<file path="config.mk">
export PLATFORM = sky130hd
export DESIGN_NAME = branch_resolve_ctrl
export DESIGN_NICKNAME = d
export VERILOG_FILES = /design/src/rtl/branch_resolve_ctrl_pkg.sv /design/src/rtl/branch_resolve_ctrl_hazard_classify.sv /design/src/rtl/branch_resolve_ctrl.sv
export SDC_FILE = /design/constraint.sdc
export NUM_CORES = 1
export LEC_CHECK = 0
export BUFFER_PORTS_ARGS = -buffer_cell sky130_fd_sc_hd__buf_2
export CAP_MARGIN = 20
export CORE_UTILIZATION = 36
export DETAILED_ROUTE_END_ITERATION = 16
export GPL_ROUTABILITY_DRIVEN = 0
export PLACE_DENSITY = 0.58
export SLEW_MARGIN = 20
export SYNTH_ARGS = -nofsm -noshare
export SYNTH_HDL_FRONTEND = slang
export SYNTH_HIERARCHICAL = 1
export SYNTH_SLANG_ARGS = --single-unit
</file>
<file path="constraint.sdc">
create_clock -name Clk -period 4.3 [get_ports Clk]
set_input_delay 0.215 -clock Clk [delete_from_list [all_inputs] [get_ports Clk]]
set_output_delay 0.215 -clock Clk [all_outputs]
set_load 0.05 [all_outputs]
</file>
<file path="src/rtl/branch_resolve_ctrl_pkg.sv">
// Shared CPU definitions for ID-stage branch resolution: FSM state encoding,
// hazard classes, branch opcodes and the register-match helper.
package branch_resolve_ctrl_pkg;

  typedef enum logic [1:0] {
    ST_IDLE    = 2'd0,
    ST_STALL   = 2'd1,
    ST_RESOLVE = 2'd2
  } br_state_e;

  typedef enum logic [1:0] {
    HZ_NONE = 2'd0,
    HZ_ONE  = 2'd1,
    HZ_TWO  = 2'd2
  } hazard_e;

  localparam logic [5:0] OP_BEQ    = 6'b000100;
  localparam logic [5:0] OP_BNE    = 6'b000101;
  localparam logic [5:0] OP_BLEZ   = 6'b000110;
  localparam logic [5:0] OP_BGTZ   = 6'b000111;
  localparam logic [5:0] OP_REGIMM = 6'b000001;

  localparam logic [15:0] CNT_MAX = 16'hFFFF;

  function automatic logic is_branch_op(input logic [5:0] op);
    return (op == OP_BEQ) || (op == OP_BNE) || (op == OP_BLEZ) ||
           (op == OP_BGTZ) || (op == OP_REGIMM);
  endfunction

  // Register 0 is hardwired, so a write to it can never feed a branch.
  function automatic logic rd_match(input logic [4:0] rd, input logic [4:0] rs,
                                    input logic [4:0] rt, input logic uses_rt);
    return (rd != 5'd0) && ((rd == rs) || (uses_rt && (rd == rt)));
  endfunction

endpackage

</file>
<file path="src/rtl/branch_resolve_ctrl_hazard_classify.sv">
// Classifies the ID-stage branch by how many cycles its operands are still
// in flight: none, one (ALU result in EX or load in MEM), two (load in EX).
module hazard_classify
  import branch_resolve_ctrl_pkg::*;
(
  input  logic       uses_rt,
  input  logic [4:0] rs_id,
  input  logic [4:0] rt_id,
  input  logic       reg_write_ex,
  input  logic       mem_read_ex,
  input  logic [4:0] rd_ex,
  input  logic       mem_read_mem,
  input  logic [4:0] rd_mem,
  output hazard_e    hazard
);

  logic match_ex_s;
  logic match_mem_s;
  logic h2_s;
  logic h1_s;

  assign match_ex_s  = rd_match(rd_ex, rs_id, rt_id, uses_rt);
  assign match_mem_s = rd_match(rd_mem, rs_id, rt_id, uses_rt);
  assign h2_s        = mem_read_ex && match_ex_s;
  assign h1_s        = !h2_s && ((reg_write_ex && match_ex_s) || (mem_read_mem && match_mem_s));

  // Priority encode the hazard class; a load in EX dominates.
  always_comb begin
    hazard = HZ_NONE;
    if (h2_s) begin
      hazard = HZ_TWO;
    end else if (h1_s) begin
      hazard = HZ_ONE;
    end else begin
      hazard = HZ_NONE;
    end
  end

endmodule

</file>
<file path="src/rtl/branch_resolve_ctrl.sv">
// ID-stage branch resolution controller: stalls until branch operands are
// available, then steers PC and squashes IF/ID; counts resolved/taken branches.
module branch_resolve_ctrl
  import branch_resolve_ctrl_pkg::*;
#(
  parameter int DELAY_SLOT = 0
) (
  input  logic        Clk,
  input  logic        Reset,
  input  logic        IsBranch,
  input  logic        UsesRt,
  input  logic        BranchTaken,
  input  logic [4:0]  Rs_ID,
  input  logic [4:0]  Rt_ID,
  input  logic        RegWrite_EX,
  input  logic        MemRead_EX,
  input  logic [4:0]  Rd_EX,
  input  logic        RegWrite_MEM,
  input  logic        MemRead_MEM,
  input  logic [4:0]  Rd_MEM,
  output logic        Stall,
  output logic        FlushIDEX,
  output logic        FlushIFID,
  output logic        PCSrc,
  output logic [15:0] BranchCount,
  output logic [15:0] TakenCount
);

  localparam logic FLUSH_ON_TAKEN = (DELAY_SLOT == 0);

  br_state_e state_r;
  br_state_e next_state_s;
  hazard_e   hazard_s;
  logic      resolve_s;
  logic      stall_cycle_s;
  logic      unused_reg_write_mem_s;

  // A MEM-stage ALU result is already forwardable to the comparator.
  assign unused_reg_write_mem_s = RegWrite_MEM;

  hazard_classify u_hazard_classify (
    .uses_rt      (UsesRt),
    .rs_id        (Rs_ID),
    .rt_id        (Rt_ID),
    .reg_write_ex (RegWrite_EX),
    .mem_read_ex  (MemRead_EX),
    .rd_ex        (Rd_EX),
    .mem_read_mem (MemRead_MEM),
    .rd_mem       (Rd_MEM),
    .hazard       (hazard_s)
  );

  // Next-state and cycle-type decode; hazard inputs only matter in IDLE.
  always_comb begin
    next_state_s  = ST_IDLE;
    resolve_s     = 1'b0;
    stall_cycle_s = 1'b0;
    case (state_r)
      ST_IDLE: begin
        if (IsBranch) begin
          case (hazard_s)
            HZ_NONE: begin
              resolve_s    = 1'b1;
              next_state_s = ST_IDLE;
            end
            HZ_ONE: begin
              stall_cycle_s = 1'b1;
              next_state_s  = ST_RESOLVE;
            end
            HZ_TWO: begin
              stall_cycle_s = 1'b1;
              next_state_s  = ST_STALL;
            end
            default: begin
              next_state_s = ST_IDLE;
            end
          endcase
        end else begin
          next_state_s = ST_IDLE;
        end
      end
      ST_STALL: begin
        stall_cycle_s = 1'b1;
        next_state_s  = ST_RESOLVE;
      end
      ST_RESOLVE: begin
        resolve_s    = 1'b1;
        next_state_s = ST_IDLE;
      end
      default: begin
        next_state_s = ST_IDLE;
      end
    endcase
  end

  // Pipeline control outputs follow the current cycle type with no latency.
  always_comb begin
    Stall     = stall_cycle_s;
    FlushIDEX = stall_cycle_s;
    PCSrc     = 1'b0;
    FlushIFID = 1'b0;
    if (resolve_s) begin
      PCSrc     = BranchTaken;
      FlushIFID = BranchTaken && FLUSH_ON_TAKEN;
    end else begin
      PCSrc     = 1'b0;
      FlushIFID = 1'b0;
    end
  end

  // State and saturating counters; reset wins over any update that cycle.
  always_ff @(posedge Clk) begin
    if (Reset) begin
      state_r     <= ST_IDLE;
      BranchCount <= 16'd0;
      TakenCount  <= 16'd0;
    end else begin
      state_r <= next_state_s;
      if (resolve_s && (BranchCount != CNT_MAX)) begin
        BranchCount <= BranchCount + 16'd1;
      end
      if (resolve_s && BranchTaken && (TakenCount != CNT_MAX)) begin
        TakenCount <= TakenCount + 16'd1;
      end
    end
  end

endmodule

</file>
==> run metrics, run 1 <==
status=complete, no violations; mux share of post-synthesis cell area=under 10%; gr ovfl total=0; CTS Buf Count=5; setup slack, reg-to-reg=1.97 ns; initial antenna violation count=0; clk_lat worst skew=0.29 ns; IO Pins=65; CP Launch Point=Rd_MEM[1]; net switching power=0.000188 W; core area=5610 um2; detailed placement HPWL=around 3.8 mm; # port buffers=63; count of final max-slew check failures=0; minimum clock period=2.98 ns; Post-synth EDFFs=0; Yosys cell types=42; Setup CP Type=in2reg; vias in the first global route=1862; DRC Markers=0; Synth Cell Area=between 2000 and 2500 um2; fill count=roughly 590; Tcrit/Tclk final=69.3%; Max Cap Viol=0; CTS H-tree depth=2; fmax=about 340 MHz; RSZ-0062 raised after global routing=false; hold_buf cts=0; Starting Density=37.8%; number of synthesized register bits=34; worst r2r src=TakenCount[1]$_SDFFE_PP0P_; Pwr Total=0.000668 W; Die X=78.8 um; Die H=78.8 um; Final ANT Viol Nets=0; Fin. Hold Viols=0; clock buffer depth=2; drt pass-1 iters=6; final setup vio count=0; FP Rows=27; element type at the critical path start=input pin; Root Buffer=clkbuf_8; Post-synth ARST share=0%; CTS tree=yes; Internal Power=0.000480 W; Clock Power Share=38.1%; Avg Cell Area, Syn=about 8 um2; most frequent cells in the layout=buf_2, dfxtp_1, a21oi_1; Vias per Instance=5.58; Setup Fix Bufs, Post-CTS=0; Flop pwr share=48.3%; layout cells sized above 1=24.9%; Seq/Total Area, Yosys=32.1%; Cells after DPL=about 380; CP endpoint kind=flop; switch share=approximately 28%; Post-Synth Simple-Gate Area=30.7%; synth warn=6; largest family of logic cells by synthesized area=simple AND/OR/NAND/NOR gates; Worst EP arrival=3.16 ns; adder-cell share of the synthesized area=2.95%; r2r endpoint=TakenCount[10]$_SDFFE_PP0P_; non-filler cells, final=approximately 400; power density over the cells=roughly 260 nW/um2; initial drt markers=108; Worst-path clk slew=0.07 ns; largest net degree at the start of global routing=38; Post-Syn Instances=about 260; Gates resized, CTS repair=0; setup TNS=0 ns; total clock sinks=34; drt total wl=slightly above 5 mm; Hold Crit Class=in2reg; via count=2172; first-pass GRT wire length=8.51 mm; complex-gate fraction of the synthesized area=19.4%; Layout Skew=about 0.0043 ns; Die ar.=6210 um2; post-synthesis xor/xnor area fraction=8.25%; top_reg_cell synth=dfxtp_1; syn_nets=~300; crit path to=TakenCount[10]$_SDFFE_PP0P_; worst rel slew slack=48.4%; Comb power frac=13.6%; final core occ=45.6%; nets=350; total track usage=between 10% and 20%; Reg2Reg Depth=5; commonest non-fill, non-tap cell in the layout=buf_2; Max rail drop VDD=0.118 mV; synthesis-to-layout area growth=20.5%; Crit path required time=4.49 ns; ANT cells=0; Leak=slightly below 1 nW; worst-path fanout max=11; Least-Margin Pin Slew=0.768 ns; routed len/inst=13.2 um
==> layout make-up <==
class	count	area, um2	share of cell area [%]
Clock buffer	7	86.3	3.38
Tap cell	72	90.1	3.52
Timing Repair Buffer	63	315	12.3
Sequential cell	34	681	26.6
Inverter	7	26.3	1.03
Multi-Input combinational cell	205	1350	52.9
Clock inverter	1	5.00	0.196
==> metal layers <==
layer	wire, um	vias to the layer above	track usage (%)
met5	0	-	0
met4	70	0	5.56
met3	250	6	3.68
met2	2260	54	27.1
met1	2540	1005	22.5
li1	-	1107	-
==> flip-flops by register name, summed over array words and instances, names as in the netlist <==
name and count:
state_r 2, BranchCount 16, TakenCount 16
==> per-stage QoR <==
step	cell area (um2)	hold WS [ns]	setup WS [ns]
5_1_grt	2560	0.197	1.13
3_3_place_gp	2460	0.492	1.01
4_1_cts	2560	0.188	1.34
3_5_place_dp	2470	0.493	1.04
2_1_floorplan	2120	0.341	0.861
6_report	2560	0.190	1.32
==> synth_stat cells, drive strengths merged (2+ instances only) <==
| cell | number | area, um2 |
|---|---|---|
| nor2 | 10 | 37.5 |
| buf | 7 | 40.0 |
| o41ai | 3 | 26.3 |
| nor3 | 7 | 35.0 |
| and2 | 2 | 12.5 |
| nand2 | 18 | 67.6 |
| or4 | 19 | 143 |
| ha | 5 | 62.6 |
| xnor2 | 2 | 17.5 |
| mux2 | 3 | 33.8 |
| o21ai | 8 | 40.0 |
| or2 | 2 | 12.5 |
| and4 | 4 | 35.0 |
| dfxtp | 34 | 681 |
| and3 | 5 | 31.3 |
| o31ai | 16 | 120 |
| nand3 | 8 | 40.0 |
| nor2b | 4 | 25.0 |
| or3 | 10 | 62.6 |
| a21oi | 30 | 154 |
| xor2 | 18 | 158 |
| inv | 7 | 26.3 |
| clkbuf | 8 | 30.0 |
| a31oi | 2 | 12.5 |
| nor4 | 8 | 56.3 |
| nand4 | 9 | 62.6 |
| a32oi | 2 | 17.5 |
==> logic make-up after synthesis <==
group	Yosys count
AO/OA/AOI/OAI	66
flip-flops	34
AND/OR/NAND/NOR	110
adder cells (fa/ha/maj)	5
buffers and inverters	22
XOR/XNOR	20
multiplexers	4
==> how the worst min path moves through the flow <==
stage,cells past startpoint,end,startpoint
global placement,3,state_r[0]$_SDFF_PP0_,IsBranch
floorplan,2,state_r[0]$_SDFF_PP0_,IsBranch
global route,3,state_r[0]$_SDFF_PP0_,IsBranch
finish,3,state_r[0]$_SDFF_PP0_,IsBranch
CTS,3,state_r[0]$_SDFF_PP0_,IsBranch
detailed placement,1,state_r[0]$_SDFF_PP0_,state_r[1]$_SDFF_PP0_
==> worst max-delay path, cell delays in order <==
cell and delay (ns):
buf_2 0.12, or4_1 0.53, o21ai_0 0.17, o22a_1 0.16, a21oi_1 0.05, inv_1 0.08, ha_1 0.16, a21oi_2 0.11
or3_1 0.52, a2111oi_0 0.64, mux2_2 0.40
==> power groups by stage <==
| stage | clock, W | combinational [W] | sequential, W |
|---|---|---|---|
| 3_3_place_gp | 0 | 0.0000904 | 0.000330 |
| 5_1_grt | 0.000274 | 0.0000989 | 0.000323 |
| 3_5_place_dp | 0 | 0.0000909 | 0.000330 |
| 2_1_floorplan | 0 | 0.0000492 | 0.000341 |
| 4_1_cts | 0.000261 | 0.0000913 | 0.000322 |
| 6_report | 0.000255 | 0.0000908 | 0.000322 |
(Power assumes the default switching activity.)
==> run 2, diff against run 1 <==
--- a/config.mk
+++ b/config.mk
@@ -10,7 +10,7 @@
 export CORE_UTILIZATION = 36
 export DETAILED_ROUTE_END_ITERATION = 16
 export GPL_ROUTABILITY_DRIVEN = 0
-export PLACE_DENSITY = 0.58
+export PLACE_DENSITY = 0.61
 export SLEW_MARGIN = 20
 export SYNTH_ARGS = -nofsm -noshare
 export SYNTH_HDL_FRONTEND = slang
==> constraint.sdc (replaced) <==
create_clock -name Clk -period 2.6 [get_ports Clk]
set_input_delay 0.13 -clock Clk [delete_from_list [all_inputs] [get_ports Clk]]
set_output_delay 0.13 -clock Clk [all_outputs]
set_load 0.05 [all_outputs]
==> run 2 against run 1 <==
Sequential share of layout area fell by 3.0 points. Utilization increased by 5.8 points. Sequential cell count is the same. Clock skew grew 0.0024 ns. Global-route usage rose by 1.7 points. Critical endpoint is now TakenCount[13]$_SDFFE_PP0P_. Largest cell class unchanged. Largest power group unchanged.
==> run metrics, run 2 (same netlist as run 1, synthesis figures left out) <==
Max Cap Viol=0; Worst-path clk slew=0.07 ns; status=complete, no violations; fin area=slightly below 3000 um2; drt total wl=5.60 mm; Least-Margin Pin Slew=0.687 ns; most frequent cells in the layout=buf_2, dfxtp_1, buf_4; Die X=78.8 um; layout cells sized above 1=35.8%; worst r2r src=BranchCount[0]$_SDFFE_PP0P_; Hold Crit Class=in2reg; Final ANT Viol Nets=0; largest net degree at the start of global routing=27; Leak=around 1.1 nW; hold_buf cts=0; vias in the first global route=2138; Root Buffer=clkbuf_8; met1 GRT Util=23.4%; Worst EP arrival=2.71 ns; crit path cell chain=buf_2, xor2_1, nor4_2, a32oi_2, a21oi_2, a21oi_2, inv_2, ha_4, a21oi_4, or4_4, or4_4, a21oi_2; Starting Density=~38%; Crit path top cell by count=a21oi_2; crit path to=TakenCount[13]$_SDFFE_PP0P_; via count=2329; initial antenna violation count=0; met3 GRT Util=4.14%; drt pass-1 iters=4; CTS Buf Count=5; CTS H-tree depth=2; Layout Skew=0.00677 ns; CP Launch Point=Rd_EX[1]; worst rel slew slack=53.8%; FP Rows=27; Hold WS=approximately 0.12 ns; Max rail drop VDD=0.384 mV; power density over the cells=about 420 nW/um2; fmax=403 MHz; setup slack, reg-to-reg=0.58 ns; CP endpoint kind=flop; count of final max-slew check failures=0; gr ovfl total=0; CTS tree=yes; GRT Max-Usage Layer=met2; clock buffer depth=2; total track usage=a little under a fifth; largest registers=BranchCount: 16 flops, TakenCount: 16 flops, state_r: 2 flops; HP Start=IsBranch; first-pass GRT wire length=9.36 mm; CP delay by family, top=simple AND/OR/NAND/NOR gates; Tcrit/Tclk final=a little over nine tenths; synthesis-to-layout area growth=35.8%; Vias per Instance=5.57; r2r endpoint=BranchCount[3]$_SDFFE_PP0P_; WP buf/inv=2; non-filler cells, final=418; ANT cells=0; Fin. Hold Viols=0; initial drt markers=134; final setup vio count=0; met2 usage=31.0%; crit-path max cell delay=about 0.57 ns; DRC Markers=0; total clock sinks=34; Crit. path cell count=12; IO Pins=65; Die H=78.8 um; minimum clock period=2.48 ns; Cells after DPL=408; clk_lat worst skew=0.29 ns; element type at the critical path start=input pin; slowest CP cell=or4_4; # port buffers=63; nets=379; core area=5610 um2; Pwr Total=about 0.0012 W; Setup CP Type=in2reg; Reg2Reg Depth=6; Post-DP Area=2670 um2; Die ar.=about 6200 um2; commonest non-fill, non-tap cell in the layout=buf_2; routed len/inst=13.4 um; detailed placement HPWL=4.10 mm; Crit path required time=2.83 ns; worst-path fanout max=8
==> run 2: cell count changes in the layout (fill, tap and decap cells not counted), moves of 3 or more <==
cell,delta
a21oi_2,+3
or4_4,+4
a21oi_1,-4
or4_1,-4
nor4_2,+3
buf_4,+29
==> run 2: repair_timing <==
action | 4_1_cts | 5_1_grt
resized for setup | 3 | 21
buffers inserted | 0 | 3
endpoints found under the setup margin | 7 | 22
pin swaps | 0 | 8
==> run 2: worst min-delay path by stage <==
stage | slack, ns | endpoint | cells after the start
after floorplan | 0.26 | state_r[0]$_SDFF_PP0_ | 2
after global placement | 0.41 | state_r[0]$_SDFF_PP0_ | 3
after detailed placement | 0.41 | state_r[0]$_SDFF_PP0_ | 3
after CTS | 0.11 | state_r[0]$_SDFF_PP0_ | 3
after global routing | 0.12 | state_r[0]$_SDFF_PP0_ | 3
final | 0.12 | state_r[0]$_SDFF_PP0_ | 3
==> run 2: metal layers <==
layer | vias to the layer above | part of all wire, % | wire length [um]
li1 | 1160 | - | -
met1 | 1091 | 47 | 2620
met2 | 66 | 46 | 2550
met3 | 12 | 5.4 | 302
met4 | 0 | 2.1 | 116
met5 | - | 0 | 0
==> run 2: power by group <==
group	total [W]	internal [W]	switching [W]
clock network	0.000482	0.000282	0.000200
registers	0.000533	0.000527	0.00000676
logic	0.000194	0.0000830	0.000111
total	0.00121	0.000892	0.000318
==> run 2: layout make-up <==
cell class / count / area, um2
tap: 72 / 90.1
clock buffer: 5 / 68.8
fill: 569 / 2730
inverter: 7 / 26.3
multi-input combinational: 205 / 1430
clock inverter: 3 / 40.0
sequential: 34 / 681
timing repair buffer: 92 / 546
==> run 2: worst reg2reg max path, delay by kind of cell (launching register included) <==
kind | cells | cell delay, ns
AOI/OAI and AO/OA | 1 | 0.06
adders and majority gates | 1 | 0.18
buffers and inverters | 1 | 0.29
DFF | 1 | 0.39
and+or+nand+nor | 3 | 0.97
==> run 2: through the flow <==
step | setup TNS (ns) | utilization (%) | setup slack (ns)
final | 0 | 51.4 | 0.117
after global routing | -0.00761 | 51.4 | -0.00761
after CTS | -0.000394 | 49.9 | -0.000394
after detailed placement | -5.52 | 47.6 | -0.336
after global placement | -3.60 | 47.6 | -0.255
after floorplan | -0.0346 | - | -0.0173
==> run 3, diff against run 2 <==
--- a/config.mk
+++ b/config.mk
@@ -5,12 +5,14 @@
 export SDC_FILE = /design/constraint.sdc
 export NUM_CORES = 1
 export LEC_CHECK = 0
+export ABC_CLOCK_PERIOD_IN_PS = 2800
 export BUFFER_PORTS_ARGS = -buffer_cell sky130_fd_sc_hd__buf_2
 export CAP_MARGIN = 20
 export CORE_UTILIZATION = 36
 export DETAILED_ROUTE_END_ITERATION = 16
 export GPL_ROUTABILITY_DRIVEN = 0
-export PLACE_DENSITY = 0.61
+export PLACE_DENSITY = 0.58
+export RECOVER_POWER = 50
 export SLEW_MARGIN = 20
 export SYNTH_ARGS = -nofsm -noshare
 export SYNTH_HDL_FRONTEND = slang
==> constraint.sdc (replaced) <==
create_clock -name Clk -period 2.8 [get_ports Clk]
set_input_delay 0.14 -clock Clk [delete_from_list [all_inputs] [get_ports Clk]]
set_output_delay 0.14 -clock Clk [all_outputs]
set_load 0.05 [all_outputs]
==> run 3 against run 2 <==
Sequential power fell by 7.1%. Clock-buffer cell count rose by 2. Utilization shrank 3.6 points. Final cell count shrank 2.2%.
==> run metrics, run 3 (same netlist as run 1, synthesis figures left out) <==
CP endpoint kind=flop; Placement Setup Slack=-0.144 ns; area of the multi-input gates=1370 um2; status=complete, no violations; core area=5610 um2; gr ovfl total=0; first-pass GRT wire length=9.12 mm; Setup Fix Bufs, Post-CTS=0; synthesis-to-layout area growth=26.3%; Least-Margin Pin Slew=between 0.6 and 0.7 ns; Worst Slack Setup Final=0.162 ns; ANT cells=0; Setup CP Type=in2reg; FP Rows=27; worst-path fanout max=7; Die H=78.8 um; Max rail drop VDD=0.163 mV; total track usage=18.3%; layout cells sized above 1=20.5%; worst rel slew slack=53.2%; RSZ-0062 raised after global routing=false; final setup vio count=0; Layout Skew=0.00433 ns; fill count=between 600 and 700; vias in the first global route=1976; register area=681 um2; via count=2225; CTS Buf Count=5; element type at the critical path start=input pin; clock buffer depth=2; Worst-path clk slew=around 0.07 ns; Die ar.=6210 um2; Root Buffer=clkbuf_8; minimum clock period=2.64 ns; largest registers=BranchCount: 16 flops, TakenCount: 16 flops, state_r: 2 flops; # port buffers=63; detailed placement HPWL=4.04 mm; nets=370; CTS tree=yes; Crit path required time=3.01 ns; hold_buf cts=0; setup TNS=0 ns; clk_lat worst skew=between 0.2 and 0.3 ns; drt pass-1 iters=4; Starting Density=37.8%; count of final max-slew check failures=0; Leak=0.929 nW; slowest CP cell=or4_1; CP delay by family, top=simple AND/OR/NAND/NOR gates; Vias per Instance=5.44; Max Cap Viol=0; Crit path top cell by count=a21oi_1; crit path cell chain=buf_2, xor2_1, nor4_1, a32oi_1, a21oi_1, a21oi_1, inv_1, ha_1, a21oi_4, or4_1, or4_1, a21oi_1; DRC Markers=0; drt total wl=5.40 mm; largest net degree at the start of global routing=38; Fin. Hold Viols=0; power density over the cells=385 nW/um2; WP buf/inv=2; most frequent cells in the layout=dfxtp_1, clkbuf_1, buf_2; Final ANT Viol Nets=0; CTS H-tree depth=2; IO Pins=65; Hold Crit Class=in2reg; Tcrit/Tclk final=94.2%; routed len/inst=13.2 um; total clock sinks=34; Pwr Total=0.00103 W; initial drt markers=107; Die X=78.8 um; crit-path max cell delay=0.63 ns; initial antenna violation count=0; fmax=between 300 and 400 MHz; Worst EP arrival=between 2 and 3 ns
[run 3: cell types whose count changed in the layout (fill, tap and decap cells not counted), sizes merged]
cell / previous run / this run
clkinv: 2 / 1
clkbuf: 5 / 41
buf: 92 / 49
bufinv: 1 / 0
[run 3: stage by stage]
step | std cells | util [%] | hold slack, ns | area [um2]
CTS | 409 | 48.2 | 0.127 | 2700
finish | 409 | 47.8 | 0.146 | 2680
global placement | 401 | 46.6 | 0.419 | 2610
detailed placement | 401 | 46.6 | 0.432 | 2610
floorplan | 261 | - | 0.266 | 2130
global route | 409 | 47.8 | 0.129 | 2680
[run 3: area by class of cell]
type | count | share of cell area, %
Inverter | 7 | 0.980
Clock buffer | 7 | 3.22
Clock inverter | 1 | 0.187
Sequential cell | 34 | 25.4
Timing Repair Buffer | 83 | 15.8
Multi-Input combinational cell | 205 | 51.0
Tap cell | 72 | 3.36
[run 3: power by group]
| group | internal [W] | switching, W | total (W) | leakage (nW) |
|---|---|---|---|---|
| Sequential | 0.000489 | 0.00000644 | 0.000495 | 0.274 |
| Combinational | 0.0000627 | 0.0000951 | 0.000158 | 0.606 |
| Clock | 0.000198 | 0.000181 | 0.000380 | 0.0482 |
| Total | 0.000750 | 0.000283 | 0.00103 | 0.929 |
[run 3: path summary, 6_finish.rpt]
path,startpoint,endpoint,slack [ns],cells past startpoint
max,Rd_EX[2],TakenCount[13]$_SDFFE_PP0P_,0.16,12
min,IsBranch,state_r[0]$_SDFF_PP0_,0.15,3
max reg2reg,TakenCount[0]$_SDFFE_PP0P_,TakenCount[14]$_SDFFE_PP0P_,0.71,6
min reg2reg,TakenCount[1]$_SDFFE_PP0P_,TakenCount[1]$_SDFFE_PP0P_,0.51,2
[run 3: what timing repair did]
item,CTS,global route
resized for setup,0,4
setup endpoints to repair,0,5
hold endpoints to repair,0,0
[run 3: worst reg2reg max path, cell delays in order (launching register included)]
cell,delay (ns)
dfxtp_1,0.41
ha_1,0.28
nand2_1,0.07
or3_1,0.35
buf_4,0.19
nor4_1,0.32
mux2_2,0.37
[run 3: routing by layer]
metal	track usage [%]	vias up	share of wire, %
met5	0	-	0
met4	5.00	0	1.2
met3	3.79	6	5.4
met2	28.9	65	46
met1	25.0	1004	48
li1	-	1150	-
